**src/rtl/keypad_pkg.sv**
```systemverilog
// keypad_pkg: shared types, keymap table and row priority encoder for the keypad scanner
package keypad_pkg;
  typedef enum logic [1:0] {SCAN, DEBOUNCE, HELD} state_t;
  localparam int ROWS = 4;
  localparam int COLS = 4;
  localparam logic [3:0] KEYMAP [ROWS][COLS] = '{
    '{4'h1, 4'h2, 4'h3, 4'hA},
    '{4'h4, 4'h5, 4'h6, 4'hB},
    '{4'h7, 4'h8, 4'h9, 4'hC},
    '{4'hE, 4'h0, 4'hF, 4'hD}
  };
  function automatic logic [2:0] row_priority(input logic [ROWS-1:0] rs);
    row_priority = {~&rs, 2'd0};
    for (int i = ROWS - 1; i >= 0; i--)
      if (!rs[i]) row_priority[1:0] = 2'(i);
  endfunction
endpackage

```
**src/rtl/scan_tick_gen.sv**
```systemverilog
// scan_tick_gen: free-running column dwell counter, pulses on the last dwell cycle
module scan_tick_gen #(
  parameter int SCAN_DIV = 100_000
) (
  input  logic clock,
  input  logic reset_n,
  output logic sample_tick
);
  localparam int W = $clog2(SCAN_DIV);
  logic [W-1:0] cnt;
  assign sample_tick = cnt == W'(SCAN_DIV - 1);
  always_ff @(posedge clock or negedge reset_n)
    if (!reset_n) cnt <= '0;
    else cnt <= sample_tick ? '0 : cnt + 1'b1;
endmodule

```
**src/rtl/keypad_scanner.sv**
```systemverilog
// keypad_scanner: 4x4 matrix scan with per-key debounce, one event per press, hex entry register
module keypad_scanner
  import keypad_pkg::*;
#(
  parameter int SCAN_DIV       = 100_000,
  parameter int DEBOUNCE_COUNT = 20
) (
  input  logic        clock,
  input  logic        reset_n,
  input  logic [3:0]  row,
  output logic [3:0]  col,
  input  logic        clear,
  output logic        key_valid,
  output logic [3:0]  key_code,
  output logic [15:0] sixteen_bit_number
);
  localparam int DW = $clog2(DEBOUNCE_COUNT + 1);
  localparam logic [DW-1:0] DMAX = DW'(DEBOUNCE_COUNT);
  logic [3:0] row_m, row_s;
  logic tick, hit;
  logic [1:0] idx, col_idx, cand_row, cand_col;
  logic [DW-1:0] deb_cnt, rel_cnt;
  state_t state;
  scan_tick_gen #(.SCAN_DIV(SCAN_DIV)) u_tick (
    .clock(clock),
    .reset_n(reset_n),
    .sample_tick(tick)
  );
  assign {hit, idx} = row_priority(row_s);
  assign col = ~(4'b0001 << col_idx);
  always_ff @(posedge clock or negedge reset_n)
    if (!reset_n) begin
      row_m <= 4'hF;
      row_s <= 4'hF;
      state <= SCAN;
      col_idx <= '0;
      cand_row <= '0;
      cand_col <= '0;
      deb_cnt <= '0;
      rel_cnt <= '0;
      key_valid <= 1'b0;
      key_code <= '0;
      sixteen_bit_number <= '0;
    end else begin
      row_m <= row;
      row_s <= row_m;
      key_valid <= 1'b0;
      if (clear) sixteen_bit_number <= '0;
      else if (key_valid) sixteen_bit_number <= {sixteen_bit_number[11:0], key_code};
      case (state)
        SCAN:
          if (tick) begin
            if (hit) begin
              cand_row <= idx;
              cand_col <= col_idx;
              deb_cnt <= DW'(1);
              state <= DEBOUNCE;
            end else col_idx <= col_idx + 1'b1;
          end
        DEBOUNCE:
          if (deb_cnt == DMAX) begin
            key_valid <= 1'b1;
            key_code <= KEYMAP[cand_row][cand_col];
            rel_cnt <= '0;
            state <= HELD;
          end else if (tick) begin
            if (hit && idx == cand_row) deb_cnt <= deb_cnt + 1'b1;
            else begin
              state <= SCAN;
              col_idx <= col_idx + 1'b1;
            end
          end
        HELD:
          // release needs DEBOUNCE_COUNT consecutive all-high samples; any low restarts it
          if (tick) begin
            if (row_s != 4'hF) rel_cnt <= '0;
            else if (rel_cnt == DMAX - 1'b1) begin
              rel_cnt <= '0;
              state <= SCAN;
              col_idx <= col_idx + 1'b1;
            end else rel_cnt <= rel_cnt + 1'b1;
          end
        default: state <= SCAN;
      endcase
    end
endmodule

```
**config.mk**
```make
export PLATFORM = sky130hd
export DESIGN_NAME = keypad_scanner
export DESIGN_NICKNAME = d
export VERILOG_FILES = /design/src/rtl/keypad_pkg.sv /design/src/rtl/scan_tick_gen.sv /design/src/rtl/keypad_scanner.sv
export SDC_FILE = /design/constraint.sdc
export NUM_CORES = 1
export LEC_CHECK = 0
export CORE_UTILIZATION = 35
export DETAILED_ROUTE_END_ITERATION = 10
export GPL_TIMING_DRIVEN = 1
export SETUP_SLACK_MARGIN = 0.3
export SYNTH_ARGS = -nofsm -noshare
export SYNTH_HDL_FRONTEND = slang
export SYNTH_SLANG_ARGS = --single-unit
export TNS_END_PERCENT = 20
```
**constraint.sdc**
```tcl
create_clock -name clock -period 4.4 [get_ports clock]
set_input_delay 0.88 -clock clock [delete_from_list [all_inputs] [get_ports clock]]
set_output_delay 0.88 -clock clock [all_outputs]
set_load 0.1 [all_outputs]
```
# Word-level counts from Yosys, hierarchy flattened

Index checks and enable logic that the tools add are counted.

Output and inout bits: 25
Bits in registers: 64
Bits of input ports: 7
Logic and storage cells: 101

Shifts and indexed selects: 1
Magnitude comparators: 2
Bitwise operators: 4
Multiplexer cells: 44
Reduce and logical (&&, ||, !) cells: 14
Equal/unequal tests: 20
Add/sub/neg operators: 4

Operators with widths:

| kind                  | count |
|---|---|
| $mux 16               | 4 |
| $mux 5                | 9 |
| $mux 2                | 20 |
| $bmux 16 s2           | 1 |
| $pmux 5 s2            | 2 |
| $add 17x1->17 const B | 1 |
| $eq 17x17->1 const B  | 1 |
| $mux 17               | 1 |
| $ne 2x2->1 const B    | 8 |
| $pmux 2 s3            | 2 |
| $add 5x1->5 const B   | 2 |
| $eq 5x5->1 const B    | 2 |
| $reduce_and 9->1      | 1 |
| $bmux 4 s2            | 1 |
| $mux 4                | 2 |
| $reduce_and 7->1      | 1 |
| $ge 3x3->1 const B    | 2 |
| $ne 2x1->1 const B    | 3 |
| $not 2->3             | 2 |
| $reduce_and 3->1      | 2 |
| $reduce_and 6->1      | 1 |
| $reduce_bool 2->1     | 3 |
| $ne 4x4->1 const B    | 1 |
| $not 4->4             | 1 |
| other kinds (15)      | 16 |

# Depth between registers and ports, before layout

Gate-level depths: netlist (run 1).

Depth after elaboration: 10
Mapped depth: 7
Mapped depth without buffers: 7

# By module

A second synthesis (run 1) with hierarchy kept.

Cells, all modules: 285
Area, all modules: 3022.9 um^2

Modules (own cells, without submodules):

| module         | times used | area an instance (um^2) | cells each | seq. area each (um^2) |
|---|---|---|---|---|
| keypad_scanner | 1          | 2229.6                  | 211        | 1186.1 |
| scan_tick_gen  | 1          | 793.3                   | 74         | 425.4 |

# Least setup slack after synthesis (run 1)

No wires, ideal clock.

Path kind: reg2reg
From: register u_tick.cnt[8]
To: register rel_cnt[4]
Buffers on the path: 1
Stages on the path, launching flop included: 7
Path slack: 1775 ps
Library setup time: 77 ps
Period minus slack after synthesis: 2625 ps
Required time: 4323 ps
Data arrival time: 2548 ps
Cells stage by stage: dfrtp_1 > or4_1 > or4b_4 > or3_1 > buf_2 > or4_1 > a21oi_1

Cells in the longest elaborated chain, start to end: 3

Ends and longest elaborated chain:

| item                              | RTL line             | text |
|---|---|---|
| start, declared                   | scan_tick_gen.sv:10  | `logic [W-1:0] cnt;` |
| start signal, assigned            | scan_tick_gen.sv:14  | `else cnt <= sample_tick ? '0 : cnt + 1'b1;` |
| $eq 17x17->1                      | scan_tick_gen.sv:11  | `assign sample_tick = cnt == W'(SCAN_DIV - 1);` |
| $ne 2x1->1 (no source line)       | n/a                  |  |
| $reduce_and 3->1 (no source line) | n/a                  |  |
| end signal, assigned              | keypad_scanner.sv:81 | `end else rel_cnt <= rel_cnt + 1'b1;` |
| end, declared                     | keypad_scanner.sv:22 | `logic [DW-1:0] deb_cnt, rel_cnt;` |

No other way between the ends.
A chain may end at the register's enable or synchronous reset.

# Final worst setup path (run 1)

From: register col_idx[0]
To: output port col[0]

Cells in the longest elaborated chain, start to end: 2

Ends and longest elaborated chain:

| item                   | RTL line             | text |
|---|---|---|
| start, declared        | keypad_scanner.sv:21 | `logic [1:0] idx, col_idx, cand_row, cand_col;` |
| start signal, assigned | keypad_scanner.sv:58 | `end else col_idx <= col_idx + 1'b1;` |
| start signal, assigned | keypad_scanner.sv:70 | `col_idx <= col_idx + 1'b1;` |
| start signal, assigned | keypad_scanner.sv:80 | `col_idx <= col_idx + 1'b1;` |
| $shl 1x2->4            | keypad_scanner.sv:30 | `assign col = ~(4'b0001 << col_idx);` |
| $not 4->4              | keypad_scanner.sv:30 |  |
| end, declared          | keypad_scanner.sv:11 | `output logic [3:0] col,` |

No other way between the ends.

==> results of run 1 <==
placed cells by master, fill, tap and decap left out, types with 11 or more instances in the layout:
cell type        netlist  final
dfrtp_1               56     56
o21ai_0               14     14
nor2_1                35     35
inv_1                 12     12
clkdlybuf4s50_1        0     30
clkbuf_8               0     11
mux2i_1               17     17
nand2_1               25     25
stage by stage:
step	hold WS [ns]	util, %	setup slack (ns)	std cells	instance area [sq um]
after floorplan	0.345	-	1.77	289	3000
after global placement	0.346	41.2	1.72	414	3400
after detailed placement	0.347	41.2	1.64	414	3400
after CTS	0.358	43.6	1.30	429	3600
after global routing	0.363	43.6	1.24	429	3600
final	0.356	43.6	1.32	429	3600
power by group through the flow:
stage	Sequential, mW	Combinational, mW	Clock (mW)
after CTS	0.598	0.0263	0.535
after detailed placement	0.609	0.0260	0
after global placement	0.608	0.0256	0
after floorplan	0.608	0.00662	0
final	0.598	0.0249	0.518
after global routing	0.598	0.0290	0.566
sequential cells by signal (all words and copies together), names as in the netlist:
name and cells:
u_tick.cnt 17, sixteen_bit_number 16, deb_cnt 5, rel_cnt 5, key_code 4, row_m 4
row_s 4, cand_col 2, cand_row 2, col_idx 2, state 2, key_valid 1
final timing paths:
check,end,slack [ns],cells past startpoint
setup reg to reg,rel_cnt[3]$_DFFE_PN0P_,1.64,5
hold / removal,row_s[3]$_DFF_PN1_,0.36,0
hold reg to reg,row_s[3]$_DFF_PN1_,0.36,0
max in group asynchronous,u_tick.cnt[11]$_DFF_PN0_,2.87,2
setup / recovery,col[0],1.32,4
min in group asynchronous,sixteen_bit_number[8]$_DFFE_PN0P_,0.68,1
final cells by class:
| class | instances | area (sq um) | share of cell area [%] |
|---|---|---|---|
| well taps | 105 | 131 | 3.65 |
| flip-flops and latches | 64 | 1610 | 44.7 |
| clock buffers | 11 | 151 | 4.20 |
| clock inverters | 4 | 53.8 | 1.49 |
| inverters | 12 | 45.0 | 1.25 |
| repair buffers | 33 | 320 | 8.89 |
| multi-input cells | 200 | 1290 | 35.8 |
per-layer routing:
metal	GRT usage, %	vias up	wire length, um
met5	0	-	0
met4	5.30	0	99
met3	5.07	8	202
met2	22.2	33	2630
met1	18.5	1012	2790
li1	-	1063	-
cell families after synthesis:
group	Yosys count	synth area share [%]
adders and majority gates	8	3.34
muxes	18	6.05
and+or+nand+nor	116	20.0
buffers and inverters	25	3.17
AOI/OAI and AO/OA	42	9.02
DFF	64	53.8
xor gates and xnor gates	16	4.68
==> impl.org, run 1 <==
** Synthesis
- Post-Syn Area :: 0.00300 sq mm
- Biggest area consumer among synthesized cells :: dfrtp_1
- Number of synthesis warnings :: 0
- The number of nets in the synthesized netlist is 304.
- Number of synthesized register bits :: 64
- Yosys mapped a number of flops with a built-in enable equal to 0.
- Counting flops with an async set or reset pin after synthesis yields a share of 100%.
- Main synth FF type :: dfrtp_1
- The number of different library cells used by synthesis comes to 44.
- Seq/Total Area, Yosys :: 53.8%
- Number of cells produced by synthesis :: 289
- Synth Area per Inst :: 10.4 sq um
- Top post-synthesis cells by area :: dfrtp_1 47%, dfstp_2 7.0%, mux2i_1 5.7%
- Most numerous cell in the Yosys netlist :: dfrtp_1
- The share of synthesized area in the top cell type comes to 46.8%.
- By count the netlist is led by 56 x dfrtp_1, 35 x nor2_1, 25 x nand2_1.

** Layout
- After filler insertion, the fill cell instance count of the layout stands at 809.
- Share of layout cells above drive strength 1 :: 9.88%
- Layout overhead on the synthesized area :: 20.3%
- 0 antenna diodes ended up in the layout.
- NumNets Final :: 335

** Placement
- Number of port buffers :: 31
- Detailed placer's ending HPWL :: 3740 um
- At the end of routability-driven placement, the weighted congestion stood at 0.762.

** Setup path
- Arrival time of data at the critical path endpoint :: 2.20 ns
- CP endpoint kind :: primary output
- Number of buffer and inverter instances along the worst setup path :: 3
- Critical-path top delay cell :: clkdlybuf4s50_1
- In this run the critical register-to-register path is launched from u_tick.cnt[11]$_DFF_PN0_.
- The worst setup path is of the register to primary output kind.
- Among the stages of the critical path, the cell type that occurs most often is inv_1.
- STA classifies the critical path startpoint as a register.
- Worst Setup SP :: col_idx[0]$_DFFE_PN0P_
- The signal on the critical path passes through inv_1 > ha_1 > inv_1 > clkdlybuf4s50_1.
- On the worst path, the slowest cell contributes a delay of 1.12 ns.
- Critical Path RT :: 3.52 ns
- Highest net fanout along the worst path :: 4
- In this design, the largest share of critical-path delay is due to buffers and inverters.

** Pwr
- Static leakage :: 1.55 nW
- In this run, the combinational gates consume 2.2% of the power.
- The analysis attributes to net switching a power of 0.249 mW.
- Net switching is 21.8% of the power.
- The clock network is responsible for 45.4% of the overall power.
- Share of total power in sequential cells :: 52.4%
- Total chip power :: 1.14 mW
- The internal portion of the total power is 0.892 mW.
- IR analysis of the VDD net gives a maximum drop of 191 uV.
- For this design the ratio of total power to cell area is 317 mW/mm^2.

** Route
- The first TritonRoute pass finished after 4 iterations.
- The detail route stage leaves a number of antenna-violating nets equal to 0.
- DRC violation count after routing :: 0
- The detailed router finished its first iteration with 123 violations.
- Number of vias after detailed routing :: 2116
- In the routed layout, each cell is associated on average with a via count of 4.93.
- Summed over all layers, the routed wires come to 5720 um.
- Routed length per placed instance :: 13.3 um

** Die
- The die is 94.5 um tall.
- The floorplan step set the die width to 94.5 um.
- The total area inside the core boundary comes to 0.00826 sq mm.
- I/O pin cnt :: 32
- Effective utilization at floorplan :: 36.3%
- The floorplan has 33 rows.
- Total Die Area :: 0.00894 sq mm

** GRT
- Entering global routing, the biggest net connects 43 pins.
- Antenna violations before repair :: 0
- Remaining Overflow, GRT :: 0
- Vias in the first global route :: 2056
- Global routing used 14.3% of the available tracks across all layers.
- First-pass GRT wire length :: 9760 um

** STA
- Summed over all failing endpoints, the final setup total negative slack is 0 ns.
- Measured against its own limit, the worst slew margin works out to 35.1%.
- Setup repair after global routing left no endpoint under its margin.
- Worst clock skew on the final layout :: 0.00629 ns
- Hold violation total from the final report :: 0
- After layout, the worst path uses 69.9% of the clock period.
- After layout, the minimum clock period comes to 3.08 ns.
- Setup violations remaining at the end of the flow were counted as 0.
- The number of max-slew violations in the final report is 0.
- Worst slew pin tran :: 0.970 ns
- Fmax :: 325 MHz

** CTS
- Clock Tree Root :: clkbuf_8
- Total setup buffers inserted after CTS :: 0
- Clock-pin slew was measured on the worst setup and hold paths at 0.07 ns.
- CTS H-tree depth :: 3
- For the worst-skew pair, the clock arrives at the later sink with an insertion delay of 0.33 ns.
- TritonCTS clock tree :: built
- Sinks on the clock net :: 64
- Hold repair after CTS inserted 0 buffers.
- Number of buffers inserted during clock tree synthesis :: 9
- In this run, post-CTS repair resized a total of 0 instances.
- Deepest clock path buffer count :: 2

** Outcome
- The run finished with clean final reports.

** Flow run
- Across the run, the number of max-cap violations was 0.

** Min path
- Hold Startpoint :: row_m[3]$_DFF_PN1_
- Worst min-delay path class :: register to register
Note: power is estimated with default switching activity, not from simulation.
==> run 2, diff against run 1 <==
==> constraint.sdc (replaced) <==
create_clock -name clock -period 2.7 [get_ports clock]
set_input_delay 0.54 -clock clock [delete_from_list [all_inputs] [get_ports clock]]
set_output_delay 0.54 -clock clock [all_outputs]
set_load 0.1 [all_outputs]
==> run 2 against run 1 <==
Worst setup slack worse by 1.1 ns. Non-clock buffer count is 10 higher. Cell count is 2.6% higher. Flip-flop and latch count stayed put. Sequential share of layout area is 0.66 points lower. Count of clock-buffer cells in the layout is 1 lower. Critical path type is now register to register. Highest routed layer unchanged.
==> impl.org, run 2 (synthesized netlist as in run 1, its figures left out) <==
** Layout
- The library cell used most frequently in the layout, excluding fill and tap cells, is dfrtp_1.
- Register containing the most flip-flops in the final layout :: u_tick.cnt
- Filler-free cell count of the finished design :: 440 (+2.6%)
- The area growth from synthesis to layout is 22.0%.
- Final Core Density :: 44.3% (+0.65 points)
- Max reg flops :: 17 (unchanged)
- Fillers :: 818 (+1.1%)
- The final instance area was 0.00366 sq mm (+1.5%).
- Most frequent cells in the layout :: 56 x dfrtp_1, 35 x nor2_1, 35 x buf_4, 25 x nand2_1, 17 x mux2i_1
- Antenna diode instance count :: 0 (unchanged)
- The ratio of cells with drive above 1 in the final layout came to 20.9% (+11 points).
- Leading registers by flop count :: u_tick.cnt (17), sixteen_bit_number (16)
- NumNets Final :: 345 (+3.0%)

** STA
- The number of max-slew violations in the final report was 0 (unchanged).
- The transition time at the pin with the least slew margin was 0.642 ns (-0.328 ns).
- Final setup slack of the worst path :: 0.212 ns (-1.11 ns)
- The total of endpoints with negative setup slack in the final report came to 0 (unchanged).
- Fmax :: 402 MHz
- The worst hold margin is 0.211 ns (-0.146 ns).
- Hold violation total from the final report :: 0 (unchanged)
- The worst clock skew is 0.00713 ns (+0.000840 ns).
- Setup repair after global routing could not meet its margin everywhere.
- Share of the clock period used by the worst path :: 92.2%
- The normalized max-slew margin was 57.2% (+22 points).
- Period minus WS final :: 2.49 ns
- The sum of negative setup slack is 0 ns (unchanged).

** GRT
- Total GRT Usage :: 13.9% (-0.44 points)
- The number of antenna violations at the first check in global routing came to 0 (unchanged).
- The overflow left after global routing is 0 (unchanged).
- Maximum number of pins on one net before global-route repair :: 37 (-14%)
- The number of global-route vias before repair came to 2015 (-2.0%).
- The wire length of the first global-routing pass came to 9520 um (-2.5%).

** Die
- The area of the core came to 0.00826 sq mm (unchanged).
- The number of primary I/O pins came to 32 (unchanged).
- Total Die Area :: 0.00894 sq mm (unchanged)
- The row count was 33 (unchanged).
- The effective utilization at floorplan is 36.3% (unchanged).
- Chip width :: 94.5 um (unchanged)
- The overall die height was 94.5 um (unchanged).

** Setup path
- Worst Setup SP :: u_tick.cnt[12]$_DFF_PN0_
- STA classifies the critical path startpoint as a register.
- Arrival time of data at the critical path endpoint :: 2.75 ns (+0.55 ns)
- The critical path in this run is classified as register to register.
- The required time at the endpoint of the critical path came to 2.96 ns (-0.56 ns).
- CP endpoint kind :: register
- The worst register-to-register path begins at u_tick.cnt[12]$_DFF_PN0_.
- Highest net fanout along the worst path :: 7 (+3)

** Min path
- Worst min-delay path class :: input port to asynchronous set/reset pin

** Route
- The number of violations reported at the end of detailed-routing iteration 0 is 97 (-21%).
- Total detailed-routing wirelength :: 5560 um (-2.7%)
- The final antenna-violating net count is 0 (unchanged).
- Number of vias after detailed routing :: 2160 (+2.1%)
- The number of vias per cell came to 4.91 (-0.47%).
- The detailed-route DRC error count was 0 (unchanged).
- The number of iterations in the first detailed-routing pass is 4 (unchanged).
- The wire length per cell after detailed routing was 12.6 um (-5.2%).

** Pwr
- Proportion of power drawn by combinational gates :: 2.2% (about the same)
- The fraction of power spent switching nets was 23.1% (+1.3 points).
- The leakage power of the design is 1.66 nW (+7.3%).
- The total chip power was 1.88 mW (+65%).
- Net Sw Power :: 0.434 mW (+75%)
- Proportion of power drawn by the clock network :: 46.0% (+0.6 points)
- The internal power came to 1.45 mW (+62%).
- Peak VDD IR :: 266 uV (+39%)
- PwrDens :: 514 mW/mm^2 (+62%)
- The sequential power share was 51.8% (-0.6 points).

** CTS
- Later-pin clock latency in the skew report :: 0.34 ns (about the same)
- The number of H-tree levels came to 3 (unchanged).
- TritonCTS built the clock tree.
- Post-CTS Hold Buffers :: 0 (unchanged)
- The TritonCTS buffer count was 9 (unchanged).
- Clock Tree Root :: clkbuf_8
- The clock input transition at the sequential cells of the worst setup and hold paths came to 0.08 ns (about the same).
- Deepest clock path buffer count :: 2 (unchanged)
- The clock sink total came to 64 (unchanged).

** Placement
- The worst setup timing slack at the placement stage was 0.0966 ns (-1.54 ns).
- The post-detailed-placement half-perimeter wirelength is 3820 um (+2.3%).
- The count of buffers from port buffering was 31 (unchanged).
- Routability congestion estimate :: 0.780 (+2.4%)
- The cell area after placement came to 0.00338 sq mm (-0.59%).
- Placed Instances :: 416 (+0.48%)

** Outcome
- Outcome :: finished clean

** Flow run
- Max-cap viol count :: 0 (unchanged)
## run 2: cell types whose count changed in the layout (fill, tap and decap cells not counted), sizes merged
cell	previous run	this run
buf	3	38
clkdlybuf4s50	30	5
inv	12	16
clkbuf	11	10
clkinv	1	0
clkinvlp	2	1
## run 2: metal layers
metal,routed length [um],up-vias,GRT usage (%)
li1,-,1086,-
met1,2880,1026,19.7
met2,2380,38,19.9
met3,174,10,2.66
met4,122,0,7.58
met5,0,-,0
## run 2: critical path, cell delays in order, from the launching register on
cell,delay [ns]
dfrtp_1,0.38
or4_1,0.53
or4b_4,0.53
or3_4,0.38
or4_1,0.47
a21oi_1,0.13
## run 2: path summary, 6_finish.rpt
check / slack, ns / cells after the start / endpoint
worst max-delay path: 0.21 / 5 / rel_cnt[2]$_DFFE_PN0P_
worst min register to register: 0.36 / 0 / row_s[1]$_DFF_PN1_
max in group asynchronous: 1.86 / 2 / u_tick.cnt[13]$_DFF_PN0_
worst max register to register: 0.21 / 5 / rel_cnt[2]$_DFFE_PN0P_
worst min-delay path: 0.21 / 1 / sixteen_bit_number[15]$_DFFE_PN0P_
min in group clock: 0.36 / 0 / row_s[1]$_DFF_PN1_
## run 2: cell type report
cell class,count,area (sq um),share of cell area [%]
sequential,64,1610,44.1
clock buffer,10,138,3.76
timing repair buffer,43,358,9.78
clock inverter,6,72.6,1.98
tap,105,131,3.59
inverter,12,45.0,1.23
multi-input combinational,200,1300,35.6
## run 2: power by group through the flow
stage	Clock [mW]	Sequential (mW)	Combinational (mW)
floorplan	0	0.991	0.0108
global placement	0	0.991	0.0438
detailed placement	0	0.992	0.0438
CTS	0.890	0.973	0.0440
global route	0.924	0.974	0.0491
finish	0.865	0.973	0.0419
## run 2: what timing repair did
| item | in CTS | in global routing |
|---|---|---|
| pin swaps | 0 | 2 |
| setup buffers | 3 | 5 |
| resized for setup | 1 | 1 |
| endpoints found under the setup margin | 10 | 11 |
| endpoints found under the hold margin | 0 | 0 |
